## src/rtl/issue_queue.sv

```systemverilog
// Circular-buffer issue queue between decode and dispatch: show-ahead head, 1-cycle write-to-read latency, writes refused when full.
// Define ISSUE_Q_BYPASS_EN to forward a write straight to the head port while the queue is empty.
module issue_queue #(
    parameter int ISSUE_Q_WIDTH = 123,
    parameter int ISSUE_Q_DEPTH = 8
) (
    input  logic                             clk,
    input  logic                             rst,
    input  logic                             flush,
    input  logic                             issue_q_wen,
    input  logic [ISSUE_Q_WIDTH-1:0]         issue_q_wdata,
    output logic                             issue_q_wok,
    input  logic                             issue_q_ren,
    output logic [ISSUE_Q_WIDTH-1:0]         issue_q_rdata,
    output logic                             issue_q_rok,
    output logic [$clog2(ISSUE_Q_DEPTH):0]   issue_q_count
);

    localparam int AW = $clog2(ISSUE_Q_DEPTH);
    localparam int PW = AW + 1;
    localparam logic [PW-1:0] PTR_ONE = PW'(1);

    logic [ISSUE_Q_WIDTH-1:0] r_mem [ISSUE_Q_DEPTH];
    logic [PW-1:0]            r_wptr;
    logic [PW-1:0]            r_rptr;

    logic          w_empty;
    logic          w_full;
    logic          w_wr;
    logic          w_rd;
    logic [AW-1:0] w_widx;
    logic [AW-1:0] w_ridx;

    assign w_widx  = r_wptr[AW-1:0];
    assign w_ridx  = r_rptr[AW-1:0];
    assign w_empty = (r_wptr == r_rptr);
    assign w_full  = (w_widx == w_ridx) && (r_wptr[AW] != r_rptr[AW]);

    // Full is judged on registered pointers only, so a same-cycle pop never frees a slot.
    assign issue_q_wok   = ~w_full;
    assign issue_q_count = r_wptr - r_rptr;

`ifdef ISSUE_Q_BYPASS_EN
    logic w_bypass;

    assign w_bypass      = w_empty & issue_q_wen & ~flush;
    assign issue_q_rok   = ~w_empty | w_bypass;
    assign issue_q_rdata = w_empty ? issue_q_wdata : r_mem[w_ridx];
    // A bypassed packet popped in the same cycle never touches storage or pointers.
    assign w_wr = issue_q_wen & issue_q_wok & ~flush & ~(w_bypass & issue_q_ren);
    assign w_rd = issue_q_ren & ~w_empty & ~flush;
`else
    assign issue_q_rok   = ~w_empty;
    assign issue_q_rdata = r_mem[w_ridx];
    assign w_wr = issue_q_wen & issue_q_wok & ~flush;
    assign w_rd = issue_q_ren & issue_q_rok & ~flush;
`endif

    always_ff @(posedge clk or posedge rst) begin
        if (rst) begin
            r_wptr <= '0;
            r_rptr <= '0;
        end else if (flush) begin
            r_wptr <= '0;
            r_rptr <= '0;
        end else begin
            if (w_wr) r_wptr <= r_wptr + PTR_ONE;
            if (w_rd) r_rptr <= r_rptr + PTR_ONE;
        end
    end

    // Entry storage is deliberately left out of reset and flush; only pointers define validity.
    always_ff @(posedge clk) begin
        if (w_wr) r_mem[w_widx] <= issue_q_wdata;
    end

endmodule
```

## config.mk

```make
export PLATFORM = sky130hd
export DESIGN_NAME = issue_queue
export DESIGN_NICKNAME = d
export VERILOG_FILES = /design/src/rtl/issue_queue.sv
export SDC_FILE = /design/constraint.sdc
export NUM_CORES = 1
export LEC_CHECK = 0
export BUFFER_PORTS_ARGS = -buffer_cell sky130_fd_sc_hd__buf_2
export CAP_MARGIN = 20
export CORE_MARGIN = 2
export CORE_UTILIZATION = 65
export DETAILED_ROUTE_END_ITERATION = 12
export PLACE_DENSITY = 0.85
export RECOVER_POWER = 25
export SLEW_MARGIN = 20
export SYNTH_ARGS = -nofsm -noshare
export SYNTH_HDL_FRONTEND = slang
export SYNTH_SLANG_ARGS = --single-unit
```

## constraint.sdc

```tcl
create_clock -name clk -period 19.17 [get_ports clk]
set_input_delay 1.917 -clock clk [delete_from_list [all_inputs] [get_ports clk]]
set_output_delay 1.917 -clock clk [all_outputs]
set_load 0.01 [all_outputs]
```

---- Yosys cells after proc, flatten, opt, wreduce, memory -nomap -nowiden ----
Memory sizes are Yosys's and may differ from the RTL's.
Index checks and enable logic that the tools add are counted.
operators by class
  add/sub/neg operators ................... 3
  reductions and logical operators ........ 3
  bitwise gates (word level) .............. 7
  mux-type cells .......................... 6
  equality and inequality tests ........... 3
operator list
  kind                                                            count
  4-bit 2-to-1 mux                                                4
  4-bit by 1-bit adder with 4-bit output (second input constant)  2
  1-bit bitwise AND                                               4
  4-bit equality test                                             1
  2-bit nonzero test                                              2
  4-bit subtractor                                                1
  3-bit equality test                                             1
  1-bit NOT                                                       3
  1-bit 2-to-1 mux                                                2
  1-bit logical AND                                               1
  1-bit != test                                                   1
word-level totals
  input bits .............................. 128
  RAM bits ................................ 984
  memories ................................ 1
  bits in registers ....................... 8
  logic and storage cells ................. 25
  output and inout bits ................... 129
memory list
  name   depth  bits a word  rd ports  clocked after memory_dff  wr ports  RTL line  text
  r_mem  8      123          1         0                         1         23        logic [ISSUE_Q_WIDTH-1:0] r_mem [ISSUE_Q_DEPTH];

---- Longest topological paths before layout ----
  depth in word-level cells ............... 7
  mapped depth ............................ 9
  depth with buffers taken out ............ 6

---- Least setup slack after synthesis ----
No wires, ideal clock.
  path type ............................... input port to flip-flop
  start ................................... input flush
  end ..................................... memory r_mem[2][0], enable pin
  buffers on the path ..................... 1
  stages on the path ...................... 3
  setup time .............................. 0.756 ns
  arrival ................................. 10.819 ns
  setup slack ............................. 7.596 ns
  path through ............................ clkbuf_1 > or3_1 > nor3_1
between the ends
  cells in the longest elaborated chain, start to end .. 4
RTL lines
  item                                    RTL line  text
  from (decl)                             9         input logic flush,
  1-bit NOT                               55        assign w_wr = issue_q_wen & issue_q_wok & ~flush;
  1-bit bitwise AND                       55
  1-bit 2-to-1 mux                        74        if (w_wr) r_mem[w_widx] <= issue_q_wdata;
  1-bit 2-to-1 mux (implied by the code)  74
  to (decl)                               23
Every way passes these cells.

---- Worst setup path after layout ----
  start ................................... register r_rptr[0]
  end ..................................... output issue_q_rdata[78]
between the ends
  cells in the longest elaborated chain, start to end .. 1
RTL lines
  item                     RTL line  text
  from (decl)              25        logic [PW-1:0] r_rptr;
  from (signal assigned)   68        if (w_rd) r_rptr <= r_rptr + PTR_ONE;
  memory read 8 x 123 bit  -
  to (decl)                14        output logic [ISSUE_Q_WIDTH-1:0] issue_q_rdata,
Every way passes these cells.

==> reports/metrics.csv <==
stage,metric,value,unit
outcome,outcome,"finished, final reports clean",
yosys,"flops & latches, synth",992,
detailed_routing,1st-iter DRT viols,1626,
pwr,Static Leak,13.8,nW
detailed_routing,post-route antenna net violation count,0,
yosys,synthesized area per cell,21.4,sq um
yosys,top-area cell type share of the netlist area,78.6,%
grt,first-pass GRT wire length,118000,um
detailed_routing,drt pass-1 iters,5,
setup_path,crit end category,output port,
hold_path,Hold Crit Class,register to register,
yosys,Netlist cell types,28,
yosys,sequential share of the synthesized area,79.1,%
pwr,part of the power in registers,50.8,%
clock_network,post-CTS resize count,0,
yosys,Syn Std Cell Area,37600,sq um
yosys,number of synthesis warnings,0,
setup_path,Required @ worst endpoint,17.25,ns
setup_path,critical path's slowest cell,buf_4,
sta,# setup viols final,0,
yosys,number of synthesized flops with an enable pin,984,
sta,min Tclk post-route,6.53,ns
setup_path,CP arrival,4.61,ns
flow_run,maxcap violations,0,
yosys,asr flop ratio synth,0.806,%
sta,Tcrit/Tclk final,34.0,%
grt,GRT Overall Usage,27.1,%
floorplan,Core Area,57500,sq um
floorplan,# rows,88,
yosys,most frequent cells after synthesis,"984 x edfxtp_1, 374 x nand2_1, 246 x mux4_2, 26 x buf_2",
sta,endpoints failing hold,0,
clock_network,CTS tree,built,
sta,RSZ-0062 raised after global routing,false,
detailed_routing,Wirelength per Cell,27.3,um
floorplan,DIE AREA,59800,sq um
clock_network,CTS Buf Count,94,
clock_network,Clock transition at path regs,0.06,ns
sta,worst setup margin,12.64,ns
pwr,Tot Pwr,0.00480,W
sta,Highest Clock Rate,0.153,GHz
detailed_routing,via/cell ratio,6.26,
setup_path,"critical path fanouts, max",43,
placed_design,I/O Buffers,256,
setup_path,kind of critical path,register to output port,
pwr,switching share of power,22.8,%
setup_path,CP peak stage delay,0.77,ns
sta,Fin Clk Skew,0.0194,ns
placed_design,Placer Congestion,0.754,
setup_path,Crit path top cell by count,buf_4,
grt,largest net degree at the start of global routing,124,
finish,Final Net Count,2179,
floorplan,Die Wd,245,um
finish,fraction of layout cells with a size suffix above 1,27.8,%
clock_network,Clock Latency Late Sink,0.64,ns
sta,Slew HR,29.2,%
pwr,pwr dens,113,nW/um^2
clock_network,"Hold-fix buffers, CTS",0,
pwr,Comb pwr share,12.4,%
clock_network,clk root buf,clkbuf_16,
setup_path,Worst R2R Setup Slack,14.00,ns
detailed_routing,DRC,0,
yosys,top post-synthesis cells by area,"edfxtp_1 79%, mux4_2 15%, nand2_1 3.7%",
setup_path,CP startpoint kind,register,
floorplan,io pins,257,
clock_network,Longest Clk Path Bufs,3,
pwr,Switching Power,0.00110,W
grt,vias in the first global route,19389,
clock_network,Post-CTS Repair Setup Buffers,0,
detailed_routing,vias,18127,
detailed_routing,routed wire length,79000,um
grt,global route overflow,0,
grt,initial antenna violation count,17,
sta,Tightest Pin Transition,1.06,ns
placed_design,DP Worst Slack,13.18,ns
yosys,top-count cell post-synth,edfxtp_1,
sta,Final Slew Violations,0,
pwr,Pint,0.00371,W
yosys,Syn Nets,1888,
sta,hold_ws,0.624,ns
floorplan,Initial Utilization,65.4,%
pwr,power share of the clock group,36.8,%
finish,Area Growth Syn to Fin,12.9,%
placed_design,DP HPWL,37800,um
setup_path,cells along the critical path,"buf_4, buf_4, buf_4, mux4_2, nand2_1, nand2_1, buf_2",
floorplan,Die Y,245,um
pwr,peak supply drop,0.112,mV
yosys,Cells after Synth,1754,
clock_network,CTS H-Tree Depth,3,
clock_network,Sink Count,992,
sta,Setup TNS Final,0,ns
yosys,most common flop cell mapped by yosys,edfxtp_1,
yosys,dominant cell type by area after synthesis,edfxtp_1,
final cells by class:
type | count | area [sq um]
diodes | 8 | 20.0
clock buffers | 111 | 2440
clock inverters | 61 | 492
fillers | 3176 | 15000
inverters | 8 | 32.5
multi-input cells | 669 | 7350
flip-flops and latches | 992 | 29800
well taps | 765 | 957
repair buffers | 280 | 1420
flip-flops by register name, summed over array words and instances (netlist names):
signal  count
r_mem     984
r_rptr      4
r_wptr      4
per-layer routing:
layer | GRT usage, % | share of wire (%) | up-vias
met4 | 10.6 | 2.9 | 20
met3 | 6.10 | 7.8 | 162
met5 | 0 | 0.16 | -
met1 | 34.3 | 37 | 9450
met2 | 46.3 | 52 | 849
li1 | - | - | 7646
worst paths after layout:
path                       depth (start not counted)             startpoint                endpoint
max in group asynchronous                          2                    rst   r_rptr[2]$_DFFE_PP0P_
setup reg to reg                                   8  r_rptr[2]$_DFFE_PP0P_  r_mem[3][65]$_DFFE_PP_
hold / removal                                     2  r_wptr[1]$_DFFE_PP0P_   r_wptr[1]$_DFFE_PP0P_
min in group asynchronous                          2                    rst   r_wptr[3]$_DFFE_PP0P_
hold reg to reg                                    2  r_wptr[1]$_DFFE_PP0P_   r_wptr[1]$_DFFE_PP0P_
setup / recovery                                   7  r_rptr[0]$_DFFE_PP0P_       issue_q_rdata[78]
cell families after synthesis:
group           share of synthesized area, %
compound gates                         0.140
xor+xnor                               0.253
fa+ha+maj                              0.220
buf+inv                                 1.51
flops                                   79.1
mux                                     14.8
simple gates                            4.02
power by group through the flow:
stage | registers (W) | logic, W | clock network (W)
6_report | 0.00244 | 0.000595 | 0.00177
3_3_place_gp | 0.00248 | 0.000584 | 0
3_5_place_dp | 0.00248 | 0.000596 | 0
2_1_floorplan | 0.00248 | 0.000451 | 0
5_1_grt | 0.00244 | 0.000645 | 0.00188
4_1_cts | 0.00244 | 0.000608 | 0.00180
layout by cell type (no fill, tap or decap), types with 3 or more instances in the layout:
master,synthesis,layout
clkinvlp_4,0,5
inv_6,0,6
dfrtp_4,0,3
diode_2,0,8
nand2_1,374,374
inv_1,7,7
clkbuf_16,0,95
bufinv_16,0,7
ha_1,5,5
xnor2_1,6,6
buf_4,0,19
nor2_1,13,7
mux4_2,246,246
clkbuf_1,25,96
buf_12,0,5
clkinv_2,0,16
edfxtp_1,984,984
xor2_1,3,3
nor2_4,0,6
dfrtp_1,8,5
buf_2,26,176
clkinv_1,0,25
a21oi_1,4,4
metrics by stage:
| step | cell area [sq um] | utilization (%) | std cells |
|---|---|---|---|
| CTS | 42500 | 74.0 | 2886 |
| global route | 42500 | 73.9 | 2892 |
| global placement | 39600 | 68.9 | 2714 |
| detailed placement | 39600 | 68.9 | 2714 |
| floorplan | 37600 | - | 1754 |
| finish | 42500 | 73.9 | 2894 |
critical path: cells and delay by family, from the launching register on:
kind / cells / cell delay (ns)
buffers and inverters: 4 / 2.36
flip-flops: 1 / 0.72
multiplexers: 1 / 0.60
AND/OR/NAND/NOR: 2 / 0.20
Note: power is estimated with default switching activity, not from simulation.
